<file path="src/rtl/lsu_mem_stage.sv">
// lsu_mem_stage: load/store unit fed by the integer ALU.
// A request issues one word-bus transaction. The unit steers store lanes and
// generates byte enables. It extracts and extends load data, or reports a
// misaligned, illegal or bus-timeout fault.
module lsu_mem_stage #(
  parameter int unsigned TIMEOUT_CYCLES = 16
) (
  input  logic        I_clk,
  input  logic        I_rst_n,
  input  logic        I_valid,
  input  logic        I_load,
  input  logic        I_store,
  input  logic [2:0]  I_funct3,
  input  logic [31:0] I_addr,
  input  logic [31:0] I_wdata,
  output logic        O_ready,
  output logic        O_done,
  output logic [31:0] O_rdata,
  output logic        O_fault,
  output logic [1:0]  O_fault_cause,
  output logic        O_mem_req,
  output logic        O_mem_we,
  output logic [31:0] O_mem_addr,
  output logic [31:0] O_mem_wdata,
  output logic [3:0]  O_mem_be,
  input  logic        I_mem_ack,
  input  logic [31:0] I_mem_rdata
);

  typedef enum logic [1:0] {
    ST_IDLE = 2'b00,
    ST_WAIT = 2'b01,
    ST_RESP = 2'b10
  } state_t;

  localparam logic [1:0] CAUSE_NONE     = 2'b00;
  localparam logic [1:0] CAUSE_MISALIGN = 2'b01;
  localparam logic [1:0] CAUSE_TIMEOUT  = 2'b10;
  localparam logic [1:0] CAUSE_ILLEGAL  = 2'b11;

  // TIMEOUT_CYCLES is limited to 1..255, so 8 bits hold the WAIT cycle count.
  localparam logic [7:0] TIMEOUT_LIM = 8'(TIMEOUT_CYCLES);

  // Classify a request. The illegal-op check has priority over misalignment.
  function automatic logic [1:0] req_check(input logic       ld,
                                           input logic       st,
                                           input logic [2:0] f3,
                                           input logic [1:0] off);
    logic [1:0] cause;
    cause = CAUSE_NONE;
    if (ld == st) begin
      cause = CAUSE_ILLEGAL;
    end else if (ld) begin
      case (f3)
        3'b000, 3'b100: cause = CAUSE_NONE;
        3'b001, 3'b101: cause = off[0] ? CAUSE_MISALIGN : CAUSE_NONE;
        3'b010:         cause = (off != 2'b00) ? CAUSE_MISALIGN : CAUSE_NONE;
        default:        cause = CAUSE_ILLEGAL;
      endcase
    end else begin
      case (f3)
        3'b000:  cause = CAUSE_NONE;
        3'b001:  cause = off[0] ? CAUSE_MISALIGN : CAUSE_NONE;
        3'b010:  cause = (off != 2'b00) ? CAUSE_MISALIGN : CAUSE_NONE;
        default: cause = CAUSE_ILLEGAL;
      endcase
    end
    return cause;
  endfunction

  // Replicate the store operand across every lane the access could land in.
  function automatic logic [31:0] store_lanes(input logic [2:0]  f3,
                                              input logic [31:0] wd);
    logic [31:0] lanes;
    case (f3[1:0])
      2'b00:   lanes = {4{wd[7:0]}};
      2'b01:   lanes = {2{wd[15:0]}};
      default: lanes = wd;
    endcase
    return lanes;
  endfunction

  // Byte enables: loads always read the full word.
  function automatic logic [3:0] store_be(input logic       st,
                                          input logic [2:0] f3,
                                          input logic [1:0] off);
    logic [3:0] be;
    if (!st) begin
      be = 4'b1111;
    end else begin
      case (f3[1:0])
        2'b00:   be = 4'b0001 << off;
        2'b01:   be = 4'b0011 << off;
        default: be = 4'b1111;
      endcase
    end
    return be;
  endfunction

  // Pick the addressed byte/half out of the bus word and extend it.
  // A store completes with a zero result.
  function automatic logic [31:0] load_extract(input logic        ld,
                                               input logic [2:0]  f3,
                                               input logic [1:0]  off,
                                               input logic [31:0] rd);
    logic [7:0]  b;
    logic [15:0] h;
    logic [31:0] res;
    b = rd[{off, 3'b000} +: 8];
    h = rd[{off[1], 4'b0000} +: 16];
    if (!ld) begin
      res = 32'h0000_0000;
    end else begin
      case (f3)
        3'b000:  res = {{24{b[7]}}, b};
        3'b001:  res = {{16{h[15]}}, h};
        3'b100:  res = {24'h00_0000, b};
        3'b101:  res = {16'h0000, h};
        default: res = rd;
      endcase
    end
    return res;
  endfunction

  state_t      state_r;
  state_t      state_s;
  logic [7:0]  cnt_r;
  logic        ready_r;
  logic        done_r;
  logic [31:0] rdata_r;
  logic        fault_r;
  logic [1:0]  cause_r;
  logic        req_r;
  logic        we_r;
  logic [31:0] maddr_r;
  logic [31:0] mwdata_r;
  logic [3:0]  be_r;
  logic        req_load_r;
  logic [2:0]  req_f3_r;
  logic [1:0]  req_off_r;

  logic [1:0]  chk_cause_s;
  logic        accept_s;
  logic        reject_s;
  logic        ack_take_s;
  logic        timeout_s;

  assign chk_cause_s = req_check(I_load, I_store, I_funct3, I_addr[1:0]);

  // Next-state logic and the one-cycle event strobes that drive the registers.
  always_comb begin
    state_s    = state_r;
    accept_s   = 1'b0;
    reject_s   = 1'b0;
    ack_take_s = 1'b0;
    timeout_s  = 1'b0;
    case (state_r)
      ST_IDLE: begin
        if (I_valid) begin
          if (chk_cause_s != CAUSE_NONE) begin
            reject_s = 1'b1;
            state_s  = ST_IDLE;
          end else begin
            accept_s = 1'b1;
            state_s  = ST_WAIT;
          end
        end else begin
          state_s = ST_IDLE;
        end
      end
      ST_WAIT: begin
        // An ack in the expiry cycle still completes the request.
        if (I_mem_ack) begin
          ack_take_s = 1'b1;
          state_s    = ST_RESP;
        end else if ((cnt_r + 8'd1) >= TIMEOUT_LIM) begin
          timeout_s = 1'b1;
          state_s   = ST_IDLE;
        end else begin
          state_s = ST_WAIT;
        end
      end
      ST_RESP: begin
        state_s = ST_IDLE;
      end
      default: begin
        state_s = ST_IDLE;
      end
    endcase
  end

  // State register.
  always_ff @(posedge I_clk or negedge I_rst_n) begin
    if (!I_rst_n) begin
      state_r <= ST_IDLE;
    end else begin
      state_r <= state_s;
    end
  end

  // Registered handshake flags that track the state being entered.
  always_ff @(posedge I_clk or negedge I_rst_n) begin
    if (!I_rst_n) begin
      ready_r <= 1'b1;
      req_r   <= 1'b0;
    end else begin
      ready_r <= (state_s == ST_IDLE);
      req_r   <= (state_s == ST_WAIT);
    end
  end

  // WAIT-cycle counter: restarts at zero on every accepted request.
  always_ff @(posedge I_clk or negedge I_rst_n) begin
    if (!I_rst_n) begin
      cnt_r <= 8'd0;
    end else if (accept_s) begin
      cnt_r <= 8'd0;
    end else if ((state_r == ST_WAIT) && !I_mem_ack) begin
      cnt_r <= cnt_r + 8'd1;
    end
  end

  // Latch the bus-side view of an accepted request; held stable through WAIT.
  always_ff @(posedge I_clk or negedge I_rst_n) begin
    if (!I_rst_n) begin
      we_r     <= 1'b0;
      maddr_r  <= 32'h0000_0000;
      mwdata_r <= 32'h0000_0000;
      be_r     <= 4'b0000;
    end else if (accept_s) begin
      we_r     <= I_store;
      maddr_r  <= {I_addr[31:2], 2'b00};
      mwdata_r <= store_lanes(I_funct3, I_wdata);
      be_r     <= store_be(I_store, I_funct3, I_addr[1:0]);
    end
  end

  // Keep what the response path needs to shape the returned word.
  always_ff @(posedge I_clk or negedge I_rst_n) begin
    if (!I_rst_n) begin
      req_load_r <= 1'b0;
      req_f3_r   <= 3'b000;
      req_off_r  <= 2'b00;
    end else if (accept_s) begin
      req_load_r <= I_load;
      req_f3_r   <= I_funct3;
      req_off_r  <= I_addr[1:0];
    end
  end

  // Completion pulse and result; the result holds until the next completion.
  always_ff @(posedge I_clk or negedge I_rst_n) begin
    if (!I_rst_n) begin
      done_r  <= 1'b0;
      rdata_r <= 32'h0000_0000;
    end else begin
      done_r <= ack_take_s;
      if (ack_take_s) begin
        rdata_r <= load_extract(req_load_r, req_f3_r, req_off_r, I_mem_rdata);
      end
    end
  end

  // Fault pulse; the cause holds until the next fault.
  always_ff @(posedge I_clk or negedge I_rst_n) begin
    if (!I_rst_n) begin
      fault_r <= 1'b0;
      cause_r <= CAUSE_NONE;
    end else begin
      fault_r <= reject_s | timeout_s;
      if (reject_s) begin
        cause_r <= chk_cause_s;
      end else if (timeout_s) begin
        cause_r <= CAUSE_TIMEOUT;
      end
    end
  end

  assign O_ready       = ready_r;
  assign O_done        = done_r;
  assign O_rdata       = rdata_r;
  assign O_fault       = fault_r;
  assign O_fault_cause = cause_r;
  assign O_mem_req     = req_r;
  assign O_mem_we      = we_r;
  assign O_mem_addr    = maddr_r;
  assign O_mem_wdata   = mwdata_r;
  assign O_mem_be      = be_r;

endmodule
</file>
<file path="config.mk">
export PLATFORM = sky130hd
export DESIGN_NAME = lsu_mem_stage
export DESIGN_NICKNAME = d
export VERILOG_FILES = /design/src/rtl/lsu_mem_stage.sv
export SDC_FILE = /design/constraint.sdc
export NUM_CORES = 1
export LEC_CHECK = 0
export CAP_MARGIN = 40
export CORE_MARGIN = 3
export CORE_UTILIZATION = 36
export CTS_CLUSTER_SIZE = 12
export DETAILED_ROUTE_END_ITERATION = 16
export PLACE_DENSITY = 0.75
export RECOVER_POWER = 50
export SLEW_MARGIN = 40
export SYNTH_ARGS = -nofsm -noshare
export SYNTH_HDL_FRONTEND = slang
export SYNTH_SLANG_ARGS = --single-unit
</file>
<file path="constraint.sdc">
create_clock -name I_clk -period 1.9 [get_ports I_clk]
set_input_delay 0.57 -clock I_clk [delete_from_list [all_inputs] [get_ports I_clk]]
set_output_delay 0.57 -clock I_clk [all_outputs]
set_load 0.01 [all_outputs]
</file>
==> results of run 1 <==
worst paths after layout:
kind | from | to | slack, ns | depth (start not counted)
hold / removal | O_rdata[6] | O_rdata[6] | 0.48 | 2
setup / recovery | I_addr[1] | O_mem_addr[2] | -0.15 | 9
hold reg to reg | O_rdata[6] | O_rdata[6] | 0.48 | 2
min in group asynchronous | I_rst_n | O_mem_wdata[26] | 0.56 | 1
max in group asynchronous | I_rst_n | O_rdata[29] | 0.14 | 2
setup reg to reg | state_r[1] | O_mem_addr[2] | 0.06 | 8
layout make-up:
cell class	instances	area (um^2)	share of cell area
Sequential cell	121	3029	0.3216
Clock buffer	20	456.7	0.04848
Multi-Input combinational cell	283	2582	0.2741
Tap cell	184	230.2	0.02444
Inverter	8	30.03	0.003188
Clock inverter	12	163.9	0.01740
Antenna cell	1	2.502	0.0002656
Timing Repair Buffer	276	2925	0.3105
flip-flops by register name, summed over array words and instances (netlist names), 2 cells and up:
signal         flops
O_mem_addr        30
cnt_r              8
O_mem_wdata       32
state_r            2
O_fault_cause      2
O_rdata           32
O_mem_be           4
req_off_r          2
req_f3_r           3
power by group through the flow:
| stage | logic (mW) | clock network [mW] | registers [mW] |
|---|---|---|---|
| 6_report | 4.04 | 3.39 | 3.97 |
| 5_1_grt | 4.33 | 3.55 | 4.07 |
| 4_1_cts | 4.13 | 3.43 | 3.97 |
| 3_5_place_dp | 3.96 | 0 | 3.98 |
| 3_3_place_gp | 3.88 | 0 | 3.95 |
| 2_1_floorplan | 1.23 | 0 | 4.29 |
cells in the mapped netlist, drive strengths merged (2+ instances only):
cell type	count	area (um^2)
a211oi	2	15.01
a21boi	7	52.55
a21o	2	15.01
a21oi	4	20.02
a221o	16	160.2
buf	14	130.1
clkbuf	12	45.04
dfrtp	120	3003
inv	8	30.03
mux2	88	991.0
mux2i	18	180.2
nand2	36	135.1
nand3	4	20.02
nand4	2	12.51
nor2	14	52.55
nor2b	2	12.51
nor3	3	26.28
nor3b	3	27.52
o211ai	2	15.01
o21ai	36	180.2
o221ai	7	61.31
o22ai	7	43.79
or4	2	15.01
xnor2	5	43.79
xor2	3	26.28
layer usage:
metal,up-vias,share of wire,wire [um]
li1,2149,-,-
met1,2397,0.40,7271
met2,198,0.50,9136
met3,35,0.069,1253
met4,0,0.024,440
met5,-,0,0
worst max-delay path, stage by stage:
cell     delay, ns
buf_6         0.09
or4_4         0.53
o221a_4       0.14
nor3_4        0.19
buf_6         0.14
buf_12        0.11
buf_12        0.11
buf_16        0.14
mux2_4        0.31
metrics by stage:
step / cell area [um^2] / std cells / worst slack [ns]
6_report: 9420 / 905 / -0.1475
5_1_grt: 9420 / 905 / -0.1612
4_1_cts: 9397 / 904 / -0.1091
3_5_place_dp: 8060 / 845 / -0.8821
3_3_place_gp: 8058 / 845 / -0.8762
2_1_floorplan: 5568 / 438 / -0.2825
kinds of logic (layout without fill, tap and decap cells):
| kind of cell | after synthesis | after routing | synth area share |
|---|---|---|---|
| flops | 121 | 121 | 0.5487 |
| mux | 107 | 107 | 0.2162 |
| compound gates | 92 | 92 | 0.1190 |
| simple gates | 73 | 73 | 0.06324 |
| buf+inv | 34 | 316 | 0.03717 |
| xor+xnor | 8 | 8 | 0.01269 |
| fa+ha+maj | 1 | 1 | 0.002266 |
| other cells | 1 | 3 | 0.0006793 |
timing repair:
action                                 CTS  global route
gates resized for setup                165            61
hold buffers                             0             0
setup endpoints to repair              160           155
setup buffers                           17             5
pin swaps                                3             4
gates cloned                            10             1
endpoints found under the hold margin    0             0
cell usage in the layout (no fill, tap or decap), types with 2 or more instances in the layout:
| cell type | count |
|---|---|
| nand3_1 | 4 |
| nand2_1 | 35 |
| xor2_1 | 3 |
| mux2i_1 | 18 |
| nor2_1 | 13 |
| o22ai_1 | 7 |
| inv_1 | 8 |
| nor3_1 | 2 |
| buf_4 | 38 |
| a21o_1 | 2 |
| a221o_1 | 16 |
| clkbuf_1 | 3 |
| clkdlybuf4s25_1 | 9 |
| buf_16 | 6 |
| a21boi_0 | 7 |
| mux2_2 | 21 |
| mux2_1 | 2 |
| buf_12 | 15 |
| a21oi_1 | 3 |
| clkbuf_2 | 3 |
| clkbuf_8 | 2 |
| conb_1 | 2 |
| clkinv_4 | 4 |
| bufinv_16 | 3 |
| nand4_1 | 2 |
| dlygate4sd2_1 | 61 |
| dlymetal6s2s_1 | 34 |
| o221ai_1 | 7 |
| dfrtp_1 | 120 |
| clkbuf_16 | 18 |
| clkdlybuf4s50_1 | 96 |
| o21ai_0 | 35 |
| o211ai_1 | 2 |
| mux2_4 | 65 |
| xnor2_1 | 5 |
| inv_6 | 3 |
| buf_6 | 9 |
==> results.sh, run 1 <==
export IMPL_dr_pass1_iters=4
export IMPL_grt_remaining_overflow=0
export IMPL_max_freq_mhz=488.4
export IMPL_switching_share=0.3037
export IMPL_tightest_slew_ns=1.661
export IMPL_grt_max_degree=43
export IMPL_place_congestion=0.8222
export IMPL_peakVddDrop_uv=748.4
export IMPL_place_hpwl_um=11870
export IMPL_synth_flop_cell="dfrtp_1"
export IMPL_worst_hold_slack_ns=0.4838
export IMPL_violations="capacitance limit, slew limit, setup timing"
export IMPL_fp_dieW_um=129.8
export IMPL_skew_ns=0.01639
export IMPL_rsz0062_at_grt="yes"
export IMPL_vias_per_cell=5.281
export IMPL_setup_ws_ns=-0.1475
export IMPL_grt_util_met3=0.07081
export IMPL_met1_usage=0.2641
export IMPL_crit_path_start_kind="primary input"
export IMPL_drive_above_1_share=0.2875
export IMPL_slew_violations=27
export IMPL_synthToLayoutAreaGrowth_pct=70.65
export IMPL_drc=0
export IMPL_ys_warnings_count=0
export IMPL_grt_pass1_wl_um=28300
export IMPL_cts_sinks=121
export IMPL_cellPowerDensity_mw_per_mm2=1210
export IMPL_crit_fanout=7
export IMPL_syn_instance_count=437
export IMPL_die_h_um=129.8
export IMPL_seqPwrFrac=0.348
export IMPL_io_pins=212
export IMPL_cts_tree="built"
export IMPL_fin_util=0.6385
export IMPL_grt_pass1_vias=5252
export IMPL_final_setup_tns_ns=-5.703
export IMPL_cts_root_buf="clkbuf_16"
export IMPL_power_switching_mw=3.461
export IMPL_numCtsBuffers=17
export IMPL_ys_types=52
export IMPL_clk_transition_reported_paths_ns=0.06
export IMPL_use_met2=0.3588
export IMPL_core_mm2=0.01475
export IMPL_syn_avg_cell_area_um2=12.63
export IMPL_syn_area_mm2=0.005520
export IMPL_p_leak_nw=4.642
export IMPL_finalSetupViolations=75
export IMPL_drtAntennaViolNets=0
export IMPL_intPower_mw=7.938
export IMPL_max_cap_viol_count=1
export IMPL_drt_wl_total_um=18100
export IMPL_run_status="finished with violations"
export IMPL_critPathCaptureType="flop"
export IMPL_critPathKind="primary input to flop"
export IMPL_start_util=0.3742
export IMPL_h_tree_depth=4
export IMPL_combPwrFrac=0.354
export IMPL_hold_viol_final=0
export IMPL_slew_headroom=-0.1070
export IMPL_fin_crit_sh=1.078
export IMPL_synthArstFlopShare=1.000
export IMPL_nets=813
export IMPL_rows=44
export IMPL_antenna_found_initial=1
export IMPL_grt_use_total=0.2171
export IMPL_total_power_mw=11.40
export IMPL_cp_required_ns=2.20
export IMPL_drtIter0Drc=229
export IMPL_yosysSeqAreaShare=0.5487
export IMPL_fin_crit_ns=2.047
export IMPL_cts_buffer_depth=2
export IMPL_top_usage_layer="met2"
export IMPL_die_area_mm2=0.01686
export IMPL_nFillCells=1119
export IMPL_clock_latency_ns=0.42
export IMPL_worstHoldPathType="flop to flop"
export IMPL_via_count=4779
export IMPL_cp_arrival_ns=2.35
export IMPL_wl_per_cell_um=20.00
export IMPL_ys_ff_latch=121
export IMPL_port_buffer_count=209
export IMPL_clkPwrFrac=0.297
export IMPL_synth_edff_count=0
(Power assumes the default switching activity.)
==> inputs of run 2 (changes only) <==
--- a/config.mk
+++ b/config.mk
@@ -5,7 +5,6 @@
 export SDC_FILE = /design/constraint.sdc
 export NUM_CORES = 1
 export LEC_CHECK = 0
-export CAP_MARGIN = 40
 export CORE_MARGIN = 3
 export CORE_UTILIZATION = 36
 export CTS_CLUSTER_SIZE = 12
==> results of run 2 <==
The final DEF is identical to that of run 1; final timing and power are the same.
